===== config.mk =====
export PLATFORM = sky130hd
export DESIGN_NAME = mem_port_arbiter_flat
export DESIGN_NICKNAME = d
export VERILOG_FILES = /design/src/rtl/mem_port_arbiter_if.sv /design/src/rtl/mem_port_arbiter.sv /design/src/flat_wrapper.sv
export SDC_FILE = /design/constraint.sdc
export NUM_CORES = 1
export LEC_CHECK = 0
export ABC_AREA = 1
export CORE_MARGIN = 4
export CORE_UTILIZATION = 41
export DETAILED_ROUTE_END_ITERATION = 10
export PLACE_DENSITY = 0.77
export SLEW_MARGIN = 0
export SYNTH_ARGS = -nofsm -noshare
export SYNTH_HDL_FRONTEND = slang
export SYNTH_SLANG_ARGS = --single-unit

===== constraint.sdc =====
create_clock -name clk -period 1.6 [get_ports clk]
set_input_delay 0.24 -clock clk [delete_from_list [all_inputs] [get_ports clk]]
set_output_delay 0.24 -clock clk [all_outputs]
set_load 0.02 [all_outputs]

===== src/rtl/mem_port_arbiter_if.sv =====
// Request/response bundle between the two cache controllers, the arbiter and
// the backing instruction memory.
interface mem_port_arbiter_if #(
  parameter int unsigned ADDR_W = 32,
  parameter int unsigned DATA_W = 32
);
  logic              c0_valid;
  logic [ADDR_W-1:0] c0_addr;
  logic              c0_ready;
  logic [DATA_W-1:0] c0_rdata;
  logic              c1_valid;
  logic [ADDR_W-1:0] c1_addr;
  logic              c1_ready;
  logic [DATA_W-1:0] c1_rdata;
  logic              mem_req_valid;
  logic [ADDR_W-1:0] mem_req_addr;
  logic              mem_req_ready;
  logic [DATA_W-1:0] mem_req_rdata;

  // Arbiter side
  modport slave (
    input  c0_valid, c0_addr, c1_valid, c1_addr, mem_req_ready, mem_req_rdata,
    output c0_ready, c0_rdata, c1_ready, c1_rdata, mem_req_valid, mem_req_addr
  );

  // Requester / memory-model side
  modport master (
    output c0_valid, c0_addr, c1_valid, c1_addr, mem_req_ready, mem_req_rdata,
    input  c0_ready, c0_rdata, c1_ready, c1_rdata, mem_req_valid, mem_req_addr
  );
endinterface


===== src/rtl/mem_port_arbiter.sv =====
// Round-robin arbiter sharing one instruction-memory port between the compressed
// (port 0) and baseline (port 1) cache controllers, with response timeout.
module mem_port_arbiter #(
  parameter int unsigned       ADDR_W         = 32,
  parameter int unsigned       DATA_W         = 32,
  parameter int unsigned       TIMEOUT_CYCLES = 64,
  parameter logic [DATA_W-1:0] ERR_DATA       = DATA_W'(32'h00000013)
) (
  input  logic                clk,
  input  logic                resetn,
  mem_port_arbiter_if.slave   bus,
  output logic                timeout_err,
  output logic [15:0]         grant_cnt0,
  output logic [15:0]         grant_cnt1
);

  localparam int unsigned TW = (TIMEOUT_CYCLES > 1) ? $clog2(TIMEOUT_CYCLES) : 1;

  typedef enum logic [2:0] {IDLE, BUSY0, BUSY1, RESP0, RESP1} state_t;

  state_t            state, state_n;
  logic              last_grant, last_grant_n;
  logic [TW-1:0]     tcnt, tcnt_n;
  logic              mem_valid_q, mem_valid_n;
  logic [ADDR_W-1:0] mem_addr_q, mem_addr_n;
  logic              c0_ready_q, c0_ready_n;
  logic [DATA_W-1:0] c0_rdata_q, c0_rdata_n;
  logic              c1_ready_q, c1_ready_n;
  logic [DATA_W-1:0] c1_rdata_q, c1_rdata_n;
  logic              timeout_err_n;
  logic [15:0]       grant_cnt0_n, grant_cnt1_n;
  logic              expired;

  assign expired = (TIMEOUT_CYCLES != 0) && (tcnt == TW'(TIMEOUT_CYCLES - 1));

  always_comb begin
    state_n       = state;
    last_grant_n  = last_grant;
    tcnt_n        = tcnt;
    mem_valid_n   = mem_valid_q;
    mem_addr_n    = mem_addr_q;
    c0_ready_n    = c0_ready_q;
    c0_rdata_n    = c0_rdata_q;
    c1_ready_n    = c1_ready_q;
    c1_rdata_n    = c1_rdata_q;
    timeout_err_n = timeout_err;
    grant_cnt0_n  = grant_cnt0;
    grant_cnt1_n  = grant_cnt1;

    unique case (state)
      IDLE: begin
        // On a tie, last_grant==1 hands the slot to port 0 and vice versa.
        if (bus.c0_valid && (!bus.c1_valid || last_grant)) begin
          state_n      = BUSY0;
          mem_valid_n  = 1'b1;
          mem_addr_n   = bus.c0_addr;
          last_grant_n = 1'b0;
          tcnt_n       = '0;
          if (grant_cnt0 != '1) grant_cnt0_n = grant_cnt0 + 16'd1;
        end else if (bus.c1_valid) begin
          state_n      = BUSY1;
          mem_valid_n  = 1'b1;
          mem_addr_n   = bus.c1_addr;
          last_grant_n = 1'b1;
          tcnt_n       = '0;
          if (grant_cnt1 != '1) grant_cnt1_n = grant_cnt1 + 16'd1;
        end
      end
      BUSY0, BUSY1: begin
        // A response arriving on the expiry cycle takes priority over the abort.
        if (bus.mem_req_ready || expired) begin
          mem_valid_n = 1'b0;
          if (!bus.mem_req_ready) timeout_err_n = 1'b1;
          if (state == BUSY1) begin
            state_n    = RESP1;
            c1_ready_n = 1'b1;
            c1_rdata_n = bus.mem_req_ready ? bus.mem_req_rdata : ERR_DATA;
          end else begin
            state_n    = RESP0;
            c0_ready_n = 1'b1;
            c0_rdata_n = bus.mem_req_ready ? bus.mem_req_rdata : ERR_DATA;
          end
        end else begin
          tcnt_n = tcnt + TW'(1);
        end
      end
      RESP0: begin
        c0_ready_n = 1'b0;
        state_n    = IDLE;
      end
      RESP1: begin
        c1_ready_n = 1'b0;
        state_n    = IDLE;
      end
      default: state_n = IDLE;
    endcase
  end

  always_ff @(posedge clk or negedge resetn) begin
    if (!resetn) begin
      state       <= IDLE;
      last_grant  <= 1'b1;
      tcnt        <= '0;
      mem_valid_q <= 1'b0;
      mem_addr_q  <= '0;
      c0_ready_q  <= 1'b0;
      c0_rdata_q  <= '0;
      c1_ready_q  <= 1'b0;
      c1_rdata_q  <= '0;
      timeout_err <= 1'b0;
      grant_cnt0  <= '0;
      grant_cnt1  <= '0;
    end else begin
      state       <= state_n;
      last_grant  <= last_grant_n;
      tcnt        <= tcnt_n;
      mem_valid_q <= mem_valid_n;
      mem_addr_q  <= mem_addr_n;
      c0_ready_q  <= c0_ready_n;
      c0_rdata_q  <= c0_rdata_n;
      c1_ready_q  <= c1_ready_n;
      c1_rdata_q  <= c1_rdata_n;
      timeout_err <= timeout_err_n;
      grant_cnt0  <= grant_cnt0_n;
      grant_cnt1  <= grant_cnt1_n;
    end
  end

  assign bus.mem_req_valid = mem_valid_q;
  assign bus.mem_req_addr  = mem_addr_q;
  assign bus.c0_ready      = c0_ready_q;
  assign bus.c0_rdata      = c0_rdata_q;
  assign bus.c1_ready      = c1_ready_q;
  assign bus.c1_rdata      = c1_rdata_q;

endmodule


===== src/flat_wrapper.sv =====
// flat-port wrapper written by rule: the top's interface ports become plain ports
module mem_port_arbiter_flat 
#(
  parameter int unsigned       ADDR_W         = 32,
  parameter int unsigned       DATA_W         = 32,
  parameter int unsigned       TIMEOUT_CYCLES = 64,
  parameter logic [DATA_W-1:0] ERR_DATA       = DATA_W'(32'h00000013)
)
  (clk, resetn, timeout_err, grant_cnt0, grant_cnt1, bus_c0_valid, bus_c0_addr, bus_c1_valid, bus_c1_addr, bus_mem_req_ready, bus_mem_req_rdata, bus_c0_ready, bus_c0_rdata, bus_c1_ready, bus_c1_rdata, bus_mem_req_valid, bus_mem_req_addr);
  mem_port_arbiter_if #(.ADDR_W(ADDR_W), .DATA_W(DATA_W)) bus_i ();
  input  logic clk;
  input  logic resetn;
  output logic timeout_err;
  output logic [15:0] grant_cnt0;
  output logic [15:0] grant_cnt1;
  input wire logic [$bits(bus_i.c0_valid)-1:0] bus_c0_valid;
  input wire logic [$bits(bus_i.c0_addr)-1:0] bus_c0_addr;
  input wire logic [$bits(bus_i.c1_valid)-1:0] bus_c1_valid;
  input wire logic [$bits(bus_i.c1_addr)-1:0] bus_c1_addr;
  input wire logic [$bits(bus_i.mem_req_ready)-1:0] bus_mem_req_ready;
  input wire logic [$bits(bus_i.mem_req_rdata)-1:0] bus_mem_req_rdata;
  output wire logic [$bits(bus_i.c0_ready)-1:0] bus_c0_ready;
  output wire logic [$bits(bus_i.c0_rdata)-1:0] bus_c0_rdata;
  output wire logic [$bits(bus_i.c1_ready)-1:0] bus_c1_ready;
  output wire logic [$bits(bus_i.c1_rdata)-1:0] bus_c1_rdata;
  output wire logic [$bits(bus_i.mem_req_valid)-1:0] bus_mem_req_valid;
  output wire logic [$bits(bus_i.mem_req_addr)-1:0] bus_mem_req_addr;
  assign bus_i.c0_valid = bus_c0_valid;
  assign bus_i.c0_addr = bus_c0_addr;
  assign bus_i.c1_valid = bus_c1_valid;
  assign bus_i.c1_addr = bus_c1_addr;
  assign bus_i.mem_req_ready = bus_mem_req_ready;
  assign bus_i.mem_req_rdata = bus_mem_req_rdata;
  assign bus_c0_ready = bus_i.c0_ready;
  assign bus_c0_rdata = bus_i.c0_rdata;
  assign bus_c1_ready = bus_i.c1_ready;
  assign bus_c1_rdata = bus_i.c1_rdata;
  assign bus_mem_req_valid = bus_i.mem_req_valid;
  assign bus_mem_req_addr = bus_i.mem_req_addr;
  mem_port_arbiter #(.ADDR_W(ADDR_W), .DATA_W(DATA_W), .TIMEOUT_CYCLES(TIMEOUT_CYCLES), .ERR_DATA(ERR_DATA)) u_core (.clk(clk), .resetn(resetn), .bus(bus_i), .timeout_err(timeout_err), .grant_cnt0(grant_cnt0), .grant_cnt1(grant_cnt1));
endmodule

==> run_results.csv <==
group,metric,value,unit
floorplan,die-area,17900,um2
sta,min_period,1.63,ns
yosys,ys_warn_count,0,
clock_network,cts_tree,"built",
drt,met2_length,10400,um
yosys,ys_seq_area_share,54.8,%
power_and_ir_drop,p_per_area,1710,nW/um2
drt,vias,6524,
placement,hpwlAfterDp,13700,um
floorplan,die_y,134,um
sta,worstMarginPinSlew,0.396,ns
worst_setup_path,cp-start-kind,"flop",
power_and_ir_drop,p_leak,5.20,nW
yosys,synth_area,6490,um2
final_layout,antenna_cells,0,
yosys,yosysUniqueCellTypes,28,
floorplan,num_rows,45,
worst_setup_path,critPathSlowestCell,"dfrtp_1",
sta,relSlewSlack,73.6,%
sta,setup_viol,18,
worst_setup_path,worst-path-max-fanout,29,
floorplan,start_util,42.2,%
placement,gp_congestion,0.807,
global_routing,grt_use_total,21.8,%
final_layout,final_util,68.2,%
yosys,synth_area_per_cell,8.09,um2
global_routing,overflow,0,
clock_network,h-tree-depth,4,
worst_setup_path,end_kind,"flop",
sta,setup_ws,-0.0311,ns
clock_network,clockBufferDepth,2,
worst_hold_path,hold_class,"in -> async",
drt,drt-total-wl,20500,um
yosys,ys_ff_latch,142,
drt,routed_via_density,4.96,
sta,hold_ws,0.308,ns
clock_network,clkLatencyLatePin,0.42,ns
floorplan,die_width,134,um
final_layout,final_common_cell,"nand2_1",
sta,fin_skew,0.0102,ns
outcome,violations,"setup timing",
sta,fmax,0.613,GHz
final_layout,drive_gt1_share,16.9,%
power_and_ir_drop,peakVddDrop,1.04,mV
final_layout,nets,1196,
floorplan,core-area,15400,um2
drt,dr.pass1.iters,5,
clock_network,clk_pin_slew,0.06,ns
worst_setup_path,cp.arrival,1.95,ns
worst_setup_path,crit_type,"reg -> reg",
worst_setup_path,path_cells,"ha_4, nand3_4, o21ai_4, nand2_2, buf_12, o21ai_0",
sta,hold_viol,0,
worst_setup_path,cp.required,1.91,ns
drt,ant_nets,0,
sta,finalCritPeriodShare,102,%
clock_network,cts_made_buffers,17,
placement,port_buffers,232,
final_layout,fillers,1236,
drt,drt_iter0_drc,295,
drt,post-route-drc-count,0,
clock_network,root_buffer,"clkbuf_16",
flow_run,max_cap_viol_count,0,
sta,rsz0062_at_grt,"true",
yosys,synthCells,802,
final_layout,area_delta_synth_final,61.4,%
worst_setup_path,slowest_delay,0.41,ns
floorplan,ioPinCount,233,
outcome,status,"finished with violations",
drt,wl_per_cell,15.6,um
sta,maxSlewViolCount,0,
global_routing,grt_pass1_wl,31400,um
clock_network,cts.sinks,142,
global_routing,grt_start_max_net_pins,40,
global_routing,grt_pass1_vias,6241,
drt,wl_met1,8140,um
drt,routed.top_layer,"met4",
yosys,syn-num-nets,906,
final_layout,layout_common_cells,"nand2_1 (267), dfrtp_1 (137), dlygate4sd2_1 (131), o21ai_0 (102), clkdlybuf4s50_1 (99)",
global_routing,antenna_found_initial,0,
drt,met3_length,1430,um
[what timing repair did]
| item | 4_1_cts | 5_1_grt |
|---|---|---|
| hold buffers | 1 | 0 |
| hold endpoints to repair | 33 | 0 |
| setup endpoints to repair | 198 | 122 |
| pin swaps | 1 | 16 |
| setup buffers | 3 | 7 |
| gates resized for setup | 142 | 98 |
| gates cloned | 1 | 9 |
[path summary, 6_finish.rpt]
| check | start | depth (start not counted) | to | slack, ns |
|---|---|---|---|---|
| max | u_core.tcnt[1]$_DFFE_PN0P_ | 6 | u_core.bus.c1_rdata[14]$_DFFE_PN0P_ | -0.03 |
| min | resetn | 2 | u_core.bus.mem_req_addr[12]$_DFFE_PN0P_ | 0.31 |
| max reg2reg | u_core.tcnt[1]$_DFFE_PN0P_ | 6 | u_core.bus.c1_rdata[14]$_DFFE_PN0P_ | -0.03 |
| min reg2reg | u_core.bus.mem_req_addr[6]$_DFFE_PN0P_ | 2 | u_core.bus.mem_req_addr[6]$_DFFE_PN0P_ | 0.48 |
| max in group asynchronous | resetn | 3 | u_core.bus.c1_rdata[21]$_DFFE_PN0P_ | 0.70 |
| min in group clk | bus_mem_req_rdata[7] | 3 | u_core.bus.c0_rdata[7]$_DFFE_PN0P_ | 0.40 |
[per-stage QoR]
stage               std cells  setup TNS, ns  setup slack [ns]  cell area [um2]  power (mW)
floorplan                 802              0           0.00407             6500        9.68
global placement         1263          -7.49            -0.138             9430        13.7
detailed placement       1263         -11.04            -0.216             9430        13.9
CTS                      1300       -0.00150          -0.00150             9990        17.2
global route             1316          -2.98            -0.119            10500        19.0
finish                   1316         -0.229           -0.0311            10500        17.9
[sequential cells by signal (all words and copies together), names as in the netlist]
| name | cells |
|---|---|
| u_core.state | 3 |
| u_core.bus.c0_rdata | 32 |
| u_core.bus.c1_rdata | 32 |
| u_core.bus.mem_req_valid | 1 |
| u_core.grant_cnt0 | 16 |
| u_core.tcnt | 6 |
| u_core.last_grant | 1 |
| u_core.timeout_err | 1 |
| u_core.bus.c1_ready | 1 |
| u_core.bus.c0_ready | 1 |
| u_core.bus.mem_req_addr | 32 |
| u_core.grant_cnt1 | 16 |
[critical path: cells and delay by family, from the launching register on]
family,cells,cell delay (ns)
and+or+nand+nor,2,0.24
AOI/OAI and AO/OA,2,0.50
DFF,1,0.41
adders and majority gates,1,0.18
buffers and inverters,1,0.19
[synth_stat cells]
| cell | number | area (um2) |
|---|---|---|
| a21oi_1 | 1 | 5.00 |
| a21oi_4 | 2 | 32.5 |
| buf_2 | 10 | 50.1 |
| buf_4 | 3 | 22.5 |
| clkbuf_1 | 20 | 75.1 |
| clkinv_1 | 1 | 3.75 |
| dfrtp_1 | 141 | 3530 |
| dfstp_2 | 1 | 26.3 |
| ha_1 | 3 | 37.5 |
| inv_1 | 33 | 124 |
| inv_2 | 3 | 11.3 |
| nand2_1 | 307 | 1150 |
| nand2_2 | 3 | 18.8 |
| nand3_1 | 29 | 145 |
| nand3_2 | 1 | 10.0 |
| nand3_4 | 1 | 17.5 |
| nand3b_1 | 1 | 7.51 |
| nand4_1 | 11 | 68.8 |
| nor2_1 | 71 | 267 |
| nor2_4 | 3 | 33.8 |
| nor3_1 | 1 | 5.00 |
| o21ai_0 | 129 | 646 |
| o21ai_1 | 7 | 35.0 |
| o21ai_2 | 3 | 26.3 |
| o21bai_1 | 1 | 7.51 |
| or2_2 | 2 | 12.5 |
| xnor2_1 | 8 | 70.1 |
| xor2_1 | 6 | 52.6 |
[logic make-up (layout without fill, tap and decap cells)]
group | Yosys count | count (layout) | synth area share (%)
xor+xnor | 14 | 14 | 1.89
simple gates | 430 | 431 | 26.8
flops | 142 | 142 | 54.8
fa+ha+maj | 3 | 3 | 0.578
compound gates | 143 | 143 | 11.6
buf+inv | 70 | 372 | 4.41
[layer usage]
metal,vias up,track usage (%)
met2,205,36.3
met1,3105,26.2
met5,-,0
met3,39,6.60
met4,0,9.37
li1,3175,-
[power breakdown]
| part | switching [mW] | total (mW) | leakage, nW | internal [mW] |
|---|---|---|---|---|
| registers | 0.770 | 5.73 | 1.83 | 4.96 |
| logic | 4.79 | 8.09 | 3.07 | 3.30 |
| clock network | 1.56 | 4.09 | 0.300 | 2.54 |
[area by class of cell]
cell class / instances / area, um2 / share of cell area (%)
sequential: 142 / 3560 / 34.0
timing repair buffer: 303 / 3010 / 28.7
multi-input combinational: 591 / 2890 / 27.6
clock buffer: 19 / 453 / 4.32
tap: 211 / 264 / 2.52
clock inverter: 13 / 160 / 1.53
inverter: 37 / 139 / 1.33
(Power assumes the default switching activity.)
